<file path="src/rtl/io_axi_pkg.sv">
// io_axi_pkg: shared definitions for the IO-bus to AXI-lite bridge.
//   state_t              - bridge FSM states
//   DEFAULT_TIMEOUT_DATA - read data returned for an abandoned transaction
//   cnt_width()          - timeout counter width for a given cycle limit
package io_axi_pkg;

  typedef enum logic [2:0] {
    S_IDLE,
    S_W_REQ,
    S_W_RESP,
    S_R_REQ,
    S_R_RESP,
    S_DONE
  } state_t;

  localparam logic [31:0] DEFAULT_TIMEOUT_DATA = 32'hDEADBEEF;

  // A limit of 0 disables the timer; keep a 1-bit counter so the vector is legal.
  function automatic int unsigned cnt_width(input int unsigned limit);
    if (limit == 0) return 1;
    return $clog2(limit + 1);
  endfunction

endpackage

</file>
<file path="src/rtl/io_axi_timer.sv">
// io_axi_timer: clearable saturating cycle counter for the bridge timeout.
//   clk, rst  - clock, synchronous active-high reset
//   clear     - forces the count to 0 (priority over enable)
//   enable    - count this cycle
//   expired   - count has reached LIMIT (never asserted when LIMIT is 0)
module io_axi_timer
  import io_axi_pkg::*;
#(
  parameter int unsigned LIMIT = 255
) (
  input  logic clk,
  input  logic rst,
  input  logic clear,
  input  logic enable,
  output logic expired
);

  localparam int unsigned WIDTH = cnt_width(LIMIT);
  localparam logic [WIDTH-1:0] LIMIT_W = WIDTH'(LIMIT);

  logic [WIDTH-1:0] count;

  always_ff @(posedge clk) begin
    if (rst || clear || (LIMIT == 0)) begin
      count <= '0;
    end else if (enable && (count != LIMIT_W)) begin
      count <= count + WIDTH'(1);
    end
  end

  assign expired = (LIMIT != 0) && (count == LIMIT_W);

endmodule

</file>
<file path="src/rtl/io_to_axi.sv">
// io_to_axi: IO-bus target to simplified AXI-lite master bridge, one
// transaction in flight, with a response timeout.
//   IO side : io_addr_strobe/io_read_strobe/io_write_strobe, io_addr,
//             io_byte_enable, io_write_data in; io_read_data, io_ready out
//   AXI side: wvalid/awaddr/wdata/wstrb out, wready/bvalid in;
//             arvalid/araddr out, arready/rvalid/rdata in
//   Status  : timeout (pulse with io_ready on abort), err_overlap (sticky)
module io_to_axi
  import io_axi_pkg::*;
#(
  parameter int unsigned TIMEOUT      = 255,
  parameter logic [31:0] TIMEOUT_DATA = DEFAULT_TIMEOUT_DATA
) (
  input  logic        clk,
  input  logic        rst,
  input  logic        io_addr_strobe,
  input  logic        io_read_strobe,
  input  logic        io_write_strobe,
  input  logic [31:0] io_addr,
  input  logic [3:0]  io_byte_enable,
  input  logic [31:0] io_write_data,
  output logic [31:0] io_read_data,
  output logic        io_ready,
  output logic        wvalid,
  input  logic        wready,
  output logic [31:0] awaddr,
  output logic [31:0] wdata,
  output logic [3:0]  wstrb,
  input  logic        bvalid,
  output logic        arvalid,
  input  logic        arready,
  output logic [31:0] araddr,
  input  logic        rvalid,
  input  logic [31:0] rdata,
  output logic        timeout,
  output logic        err_overlap
);

  state_t      state, state_next;
  logic        strobe;
  logic        in_txn;
  logic        expired;
  logic        capture;
  logic        abort;
  logic        finish_rd;
  logic        finish_wr;
  logic [31:0] addr_q;

  // Both qualifiers high is treated as a write; neither means no request.
  assign strobe = io_addr_strobe && (io_write_strobe || io_read_strobe);
  assign in_txn = (state == S_W_REQ) || (state == S_W_RESP) ||
                  (state == S_R_REQ) || (state == S_R_RESP);

  // Counter sits at 0 outside a transaction, so it restarts on REQ entry.
  io_axi_timer #(.LIMIT(TIMEOUT)) u_timer (
    .clk     (clk),
    .rst     (rst),
    .clear   (!in_txn),
    .enable  (in_txn),
    .expired (expired)
  );

  always_ff @(posedge clk) begin
    if (rst) state <= S_IDLE;
    else     state <= state_next;
  end

  always_comb begin
    state_next = state;
    capture    = 1'b0;
    abort      = 1'b0;
    finish_rd  = 1'b0;
    finish_wr  = 1'b0;
    case (state)
      S_IDLE: begin
        if (strobe) begin
          capture    = 1'b1;
          state_next = io_write_strobe ? S_W_REQ : S_R_REQ;
        end
      end
      S_W_REQ: begin
        if (wready)       state_next = S_W_RESP;
        else if (expired) abort      = 1'b1;
      end
      S_W_RESP: begin
        if (bvalid) begin
          state_next = S_DONE;
          finish_wr  = 1'b1;
        end else if (expired) begin
          abort = 1'b1;
        end
      end
      S_R_REQ: begin
        if (arready)      state_next = S_R_RESP;
        else if (expired) abort      = 1'b1;
      end
      S_R_RESP: begin
        if (rvalid) begin
          state_next = S_DONE;
          finish_rd  = 1'b1;
        end else if (expired) begin
          abort = 1'b1;
        end
      end
      S_DONE:  state_next = S_IDLE;
      default: state_next = S_IDLE;
    endcase
    if (abort) state_next = S_DONE;
  end

  // Handshake and completion outputs are registered from the next state so
  // they line up with the state they belong to and drop on abort.
  always_ff @(posedge clk) begin
    if (rst) begin
      wvalid       <= 1'b0;
      arvalid      <= 1'b0;
      io_ready     <= 1'b0;
      timeout      <= 1'b0;
      err_overlap  <= 1'b0;
      io_read_data <= '0;
      addr_q       <= '0;
      wdata        <= '0;
      wstrb        <= '0;
    end else begin
      wvalid   <= (state_next == S_W_REQ);
      arvalid  <= (state_next == S_R_REQ);
      io_ready <= (state_next == S_DONE);
      timeout  <= abort;
      if (capture) begin
        addr_q <= io_addr;
        wdata  <= io_write_data;
        wstrb  <= io_byte_enable;
      end
      if (finish_rd)      io_read_data <= rdata;
      else if (finish_wr) io_read_data <= '0;
      else if (abort)     io_read_data <= TIMEOUT_DATA;
      if (strobe && (state != S_IDLE)) err_overlap <= 1'b1;
    end
  end

  assign awaddr = addr_q;
  assign araddr = addr_q;

endmodule

</file>
<file path="config.mk">
export PLATFORM = sky130hd
export DESIGN_NAME = io_to_axi
export DESIGN_NICKNAME = d
export VERILOG_FILES = /design/src/rtl/io_axi_pkg.sv /design/src/rtl/io_axi_timer.sv /design/src/rtl/io_to_axi.sv
export SDC_FILE = /design/constraint.sdc
export NUM_CORES = 1
export LEC_CHECK = 0
export BUFFER_PORTS_ARGS = -buffer_cell sky130_fd_sc_hd__buf_2
export CAP_MARGIN = 20
export CORE_MARGIN = 5
export CORE_UTILIZATION = 40
export CTS_CLUSTER_DIAMETER = 80
export DETAILED_ROUTE_END_ITERATION = 16
export PLACE_DENSITY = 0.77
export SYNTH_ARGS = -nofsm -noshare
export SYNTH_HDL_FRONTEND = slang
export SYNTH_HIERARCHICAL = 1
export SYNTH_SLANG_ARGS = --single-unit
export TNS_END_PERCENT = 100
</file>
<file path="constraint.sdc">
create_clock -name clk -period 2.16 [get_ports clk]
set_input_delay 0.648 -clock clk [delete_from_list [all_inputs] [get_ports clk]]
set_output_delay 0.648 -clock clk [all_outputs]
set_load 0.02 [all_outputs]
</file>
After elaboration in Yosys (flattened, before gate mapping):

Cells that the tools add are included.

* eq/ne operators: 9
* muxes and demuxes: 23
* add/subtract/negate cells: 1
* reductions and logical operators: 12

Operators by type and width (count)
* $mux 32: 3
* $mux 3: 6
* $pmux 3 s5: 1
* $mux 1: 11
* $eq 3x2->1 const B: 3
* $add 8x1->8 const B: 1
* $eq 8x8->1 const B: 1
* $ne 8x8->1 const B: 1
* $eq 3x1->1 const B: 2
* $eq 3x3->1 const B: 2
* $reduce_bool 3->1: 2
* $logic_or 1x1->1: 5
* $pmux 1 s4: 1
* $logic_and 1x1->1: 3
* $logic_not 3->1: 1
* $mux 2: 1
* $logic_not 1->1: 1

* output and inout port bits: 137
* register bits: 116
* logic and storage cells: 56
* bits of input ports: 109

Longest topological paths before layout:

Gate-level depths: netlist (run 1).

* depth in word-level cells: 7
* gate-level depth with buffers: 8
* gate-level depth less buffers: 6

Hierarchy:

The synthesis (run 1) kept the hierarchy.

Modules (own cells, without submodules)
* io_to_axi: sequential area each 2162.1 µm², instances 1, area each 4498.1 µm², cells an instance 518
* io_axi_timer: sequential area each 160.2 µm², instances 1, area each 425.4 µm², cells an instance 49

Worst setup path before layout (run 1):

OpenSTA, ideal clock, no wires.

* path kind: register to register
* start point: register state[1]
* end point: register u_timer.count[6]
* slack: 0.268 ns
* cell stages (with the launch flop): 7
* period minus slack after synthesis: 1.892 ns
* path buffers: 1
* library setup time: 0.112 ns
* arrival time: 1.780 ns
* required time: 2.048 ns
* cell sequence: dfxtp_1 > clkbuf_4 > o21ai_0 > and2_1 > nand2_1 > o31a_1 > a2111oi_1

* longest elaborated chain between the ends: 6
* elaborated cells on any way between the ends: 10

RTL lines
* from (decl): line io_to_axi.sv:39 `state_t state, state_next;`
* from (signal assigned): line io_to_axi.sv:65 `else state <= state_next;`
* $eq 3x1->1 or $eq 3x2->1 (tied branches): line io_to_axi.sv:51 `assign in_txn = (state == S_W_REQ) || (state == S_W_RESP) ||`
* $logic_or 1x1->1 (2 in a row): line io_to_axi.sv:51
* $logic_or 1x1->1 (*): line io_to_axi.sv:52 `(state == S_R_REQ) || (state == S_R_RESP);`
* net in_txn: line io_to_axi.sv:41 `logic in_txn;`
* $logic_not 1->1: line io_to_axi.sv:58 `.clear (!in_txn),`
* $logic_or 1x1->1: line io_axi_timer.sv:24 `if (rst || clear || (LIMIT == 0)) begin`
* to (signal assigned): line io_axi_timer.sv:27 `count <= count + WIDTH'(1);`
* to (decl): line io_axi_timer.sv:21 `logic [WIDTH-1:0] count;`

The timed path passes the listed nets; every way through them passes the cells marked *.
A chain may end at the register's enable or synchronous reset.

Worst setup path after layout (run 1):

* start point: register state[0]
* end point: register u_timer.count[4]

Same word-level chain as after synthesis.

==> results of run 1 <==
## critical path, delay by kind of cell (launching register included)
family / cells / cell delay [ps]
simple gates: 3 / 800
flops: 1 / 560
compound gates: 2 / 330
buf+inv: 1 / 140
## where the power goes
part,switching [uW],leakage (uW),internal (uW)
combinational,741,0.00180,422
clock,984,0.000309,2030
sequential,104,0.000945,2300
total,1830,0.00305,4750
## metrics by stage
stage	cell area (sq um)	total power (uW)
detailed placement	5983	3621
global placement	5983	3610
global route	6620	6879
floorplan	4923	3278
finish	6620	6584
CTS	6620	6660
## logic make-up after synthesis
kind of cell | count (synthesis) | synth area share
AOI/OAI and AO/OA | 154 | 0.2249
buffers and inverters | 83 | 0.1118
muxes | 5 | 0.01042
and+or+nand+nor | 208 | 0.1787
DFF | 116 | 0.4717
adders and majority gates | 1 | 0.002541
## worst min-delay path by stage
stage | cells after the start | end | slack [ps]
2_1_floorplan | 2 | u_timer/count[1] | 450
3_3_place_gp | 2 | wdata[8] | 440
3_5_place_dp | 2 | wdata[8] | 440
4_1_cts | 3 | wdata[28] | 450
5_1_grt | 3 | araddr[14] | 460
6_report | 2 | wdata[7] | 450
## state kept, by name, summed over array words and instances, names as in the netlist
| name | flops |
|---|---|
| io_read_data | 32 |
| timeout | 1 |
| state | 3 |
| err_overlap | 1 |
| wstrb | 4 |
| io_ready | 1 |
| wvalid | 1 |
| arvalid | 1 |
| wdata | 32 |
| araddr | 32 |
| u_timer/count | 8 |
## cell type report
type,count,area (sq um)
sequential,116,2322
clock inverter,15,211.5
multi-input combinational,368,2053
inverter,7,26.28
timing repair buffer,259,1371
tap,168,210.2
clock buffer,17,425.4
fill,1119,5441
## per-layer routing
metal  track usage  up-vias
met4       0.07720        0
met5             0        -
met2        0.2918      160
met3       0.06200       20
met1        0.2207     2118
li1              -     2322
## layout by cell type, fill, tap and decap left out, drive strengths merged, types with 2 or more instances in the layout
master    count
a2111oi       5
nor2b         3
a31oi         3
a21oi        94
and2          2
nor3          4
clkbuf       17
buf         259
a221oi       13
nor2         22
mux2i         4
inv           8
or3           3
clkinvlp      3
clkinv        6
a211oi       14
o21ai         5
nand4         2
a32o          9
a22oi         2
bufinv        5
nand2       157
dfxtp       116
o31a          2
and3          9
==> run summary, run 1 <==
number of antenna diodes -> 0
first-pass GRT wire length -> 21.41 mm
Rows -> 40
vias in the first global route -> 4372
most frequent cells after synthesis -> nand2_1, dfxtp_1, a21oi_1
hpwl dp -> 9.779 mm
worst setup path start -> state[0]
FF-to-FF setup slack -> 250 ps
final WL -> 13.69 mm
EDFF count, synth -> 0
Max Slew Vio Count -> 0
crit path capture -> u_timer/count[4]
vias per cell -> 4.863
period utilisation layout -> 0.8835
clk_lat worst skew -> 410 ps
Critical Path Source Type -> flip-flop
Final ANT Viol Nets -> 0
highest routed layer -> met4
Area Overhead vs Synth -> 34.46%
CTS Hold Buffers Added -> 0
worst r2r path cells -> 6
chip width -> 120.9 um
worst vdd ir -> 0.6569 mV
CTS Buf Count -> 17
RSZ-0062 raised after global routing -> no
worst min path class -> flip-flop to flip-flop
post-synthesis register bit count -> 116
Post-Place Cells -> 918
initial antenna violation count -> 0
synth warn -> 6
ys async rst share -> 0
Post-Route Setup TNS -> 0 ps
Worst setup EP type -> flip-flop
CP Class -> flip-flop to flip-flop
1st-iter DRT viols -> 240
Syn Area/Cell -> 8.683 sq um
final worst slack -> 251.7 ps
Clock Path Buffers -> 2
Reg2Reg Capture Point -> u_timer/count[4]
Crit-path slowest cell -> dfxtp_1
GRT overflow -> 0
top-count cell post-synth -> nand2_1
Ports -> 246
Peak Freq -> 0.5240 GHz
dpl ws -> 235.4 ps
number of max-cap violations -> 0
DRC Markers -> 0
Finished Layout Cells -> 950
DR WL/cell -> 14.41 um
post-synth net total -> 677
WP data arrival -> 2240 ps
crit path time final -> 1908 ps
top cell type's share of synthesized area -> 0.4717
Min Hold Slack -> 448.7 ps
CTS resizes -> 0
Leakage -> 0.003050 uW
All-Layer GR Usage -> 0.1815
Synth Flop Type -> dfxtp_1
Core Util, Final -> 0.5489
via count -> 4620
r2r startpoint -> state[0]
Fin. Hold Viols -> 0
Yosys top cell by area -> dfxtp_1
Post-CTS Setup Inserts -> 0
Root Driver -> clkbuf_16
final setup skew -> 6.986 ps
slew margin rel. -> 0.6726
Cells after Synth -> 567
largest net degree at the start of global routing -> 69
H-Tree Depth -> 4
TritonCTS clock tree -> yes
Final #Nets -> 879
share of cells above drive strength 1 -> 0.4118
Netlist cell types -> 51
clock sink count -> 116
WP data required -> 2490 ps
DR WL met2 -> 6.712 mm
hold path startpoint -> wdata[7]
die height -> 120.9 um
max incr delay on CP -> 560 ps
Area contributors post-synth -> dfxtp_1, nand2_1, a21oi_1
Cell Chain, Critical Path -> or3_4 -> and2_1 -> inv_1 -> nor2_1 -> o21ai_0 -> a31oi_1
status -> completed
cell area after synthesis -> 4923 sq um
die area -> 14630 sq um
PwrDens -> 994.5 nW/um^2
final setup violating endpoints -> 0
RD Place Congestion -> 0.8068
sequential share of the synthesized area -> 0.4717
PortBufs -> 245
critical-path maximum fanout -> 11
Reg clk slew, reported paths -> 50 ps
wire length on met1 -> 5.717 mm
Initial Utilization -> 0.4082
met3 routed WL -> 981 um
Worst Max-Slew Pin Slew -> 490.6 ps
1st-pass router iterations -> 4
core area -> 12060 sq um
Power figures use the tool's default switching activity.
==> inputs of run 2 (changes only) <==
--- a/config.mk
+++ b/config.mk
@@ -5,13 +5,13 @@
 export SDC_FILE = /design/constraint.sdc
 export NUM_CORES = 1
 export LEC_CHECK = 0
-export BUFFER_PORTS_ARGS = -buffer_cell sky130_fd_sc_hd__buf_2
 export CAP_MARGIN = 20
 export CORE_MARGIN = 5
 export CORE_UTILIZATION = 40
 export CTS_CLUSTER_DIAMETER = 80
 export DETAILED_ROUTE_END_ITERATION = 16
-export PLACE_DENSITY = 0.77
+export DONT_BUFFER_PORTS = 1
+export PLACE_DENSITY = 0.6
 export SYNTH_ARGS = -nofsm -noshare
 export SYNTH_HDL_FRONTEND = slang
 export SYNTH_HIERARCHICAL = 1
==> run 2 against run 1 <==
Clock power down 10%. Wire length decreased by 11%. Largest power group unchanged. Die area did not move. Count of clock-buffer cells in the layout grew 3. Highest routed layer unchanged. Via count decreased by 18%. Hold slack worse by 130 ps. Sequential share of layout area is 8.6 points higher. Sequential power is 12% higher. Combinational power fell by 51%. Sequential cell count unchanged.
==> run summary, run 2 (same netlist as run 1, synthesis figures left out) <==
Area after DPL -> 4750 sq um
die area -> 14630 sq um
first-pass GRT wire length -> 18.95 mm
Clock Path Buffers -> 2
register area -> 2322 sq um
share of cells above drive strength 1 -> 0.1378
via count -> 3796
clock sink count -> 116
critical path's top delay family -> compound AO/OA/AOI/OAI gates
Initial Utilization -> 0.4082
most common cell after layout, fill and taps aside -> nand2_1
Rows -> 40
Peak Freq -> 0.5340 GHz
area taken by multi-input logic gates -> 2053 sq um
WP data required -> 2440 ps
Core Util, Final -> 0.4413
DRC Markers -> 0
status -> completed
All-Layer GR Usage -> 0.1607
Ports -> 246
CTS resizes -> 0
GRT overflow -> 0
critical-path maximum fanout -> 14
M1 GR Usage -> 0.1920
CTS Hold Buffers Added -> 0
PortBufs -> 0
CTS Buf Count -> 17
vias in the first global route -> 3690
slew margin rel. -> 0.6641
Leakage -> 0.001867 uW
Post-Route Setup TNS -> 0 ps
final WL -> 12.12 mm
met3 GRT Util -> 0.06900
Area Overhead vs Synth -> 8.107%
Worst setup EP type -> flip-flop
Final #Nets -> 635
Worst Max-Slew Pin Slew -> 503.1 ps
number of antenna diodes -> 0
1st-iter DRT viols -> 193
met2 Usage GRT -> 0.2591
final setup violating endpoints -> 0
clk_lat worst skew -> 400 ps
RSZ-0062 raised after global routing -> no
# fillers -> 1165
most frequent cells in the layout -> nand2_1, dfxtp_1, a21oi_1
chip width -> 120.9 um
Critical Path Source Type -> flip-flop
max incr delay on CP -> 570 ps
RD Place Congestion -> 0.7989
die height -> 120.9 um
WP data arrival -> 2150 ps
worst min path class -> input pin to flip-flop
Worst Path Buf+Inv -> 0
Fin. Hold Viols -> 0
Top Usage Layer GRT -> met2
PwrDens -> 1122 nW/um^2
core area -> 12060 sq um
DR WL/cell -> 17.20 um
vias per cell -> 5.384
1st-pass router iterations -> 5
final setup skew -> 8.781 ps
number of max-cap violations -> 0
initial antenna violation count -> 0
hpwl dp -> 8.665 mm
CP Class -> flip-flop to flip-flop
largest net degree at the start of global routing -> 106
Final ANT Viol Nets -> 0
crit path time final -> 1873 ps
Reg clk slew, reported paths -> 50 ps
H-Tree Depth -> 4
Max Slew Vio Count -> 0
Root Driver -> clkbuf_16
worst vdd ir -> 0.4904 mV
Crit-path slowest cell -> dfxtp_1
Cell Chain, Critical Path -> or3_4 -> and2_1 -> nand2_1 -> o31a_1 -> a2111oi_1
period utilisation layout -> 0.8669
finished layout cell area -> 5323 sq um
TritonCTS clock tree -> yes
Post-CTS Setup Inserts -> 0
[run 2: final cells by class]
class	count	share of cell area
tap	168	0.03949
multi-input combinational	368	0.3858
clock inverter	11	0.02562
clock buffer	20	0.08204
timing repair buffer	15	0.02586
inverter	7	0.004937
sequential	116	0.4363
[run 2: metal layers]
metal	up-vias	wire length (um)
met5	-	0
met4	0	165
met3	12	1089
met2	150	6071
met1	1804	4795
li1	1830	-
[run 2: worst reg2reg max path: cells and delay by family (launching register included)]
family / cells / cell delay (ps)
and+or+nand+nor: 3 / 570
AOI/OAI and AO/OA: 2 / 620
DFF: 1 / 570
[run 2: power by group]
part           switching (uW)  internal [uW]  total (uW)
Clock                     913           1790        2710
Sequential                392           2300        2690
Combinational             344            230         574
Total                    1650           4320        5970
[run 2: path summary, 6_finish.rpt]
check / start / endpoint / slack, ps / cells after the start
setup / recovery: state[1] / u_timer/count[6] / 290 / 5
hold / removal: rst / io_read_data[11] / 320 / 1
setup reg to reg: state[1] / u_timer/count[6] / 290 / 5
hold reg to reg: u_timer/count[0] / u_timer/count[0] / 490 / 2
[run 2: per-stage QoR]
stage	hold slack [ps]	total power (uW)	setup WS [ps]	cells
2_1_floorplan	452.1	3278	267.6	567
3_5_place_dp	485.8	3322	306.4	674
3_3_place_gp	470.0	3298	330.6	674
4_1_cts	309.9	6037	294.8	705
6_report	322.3	5973	287.5	705
5_1_grt	298.6	6255	111.2	705
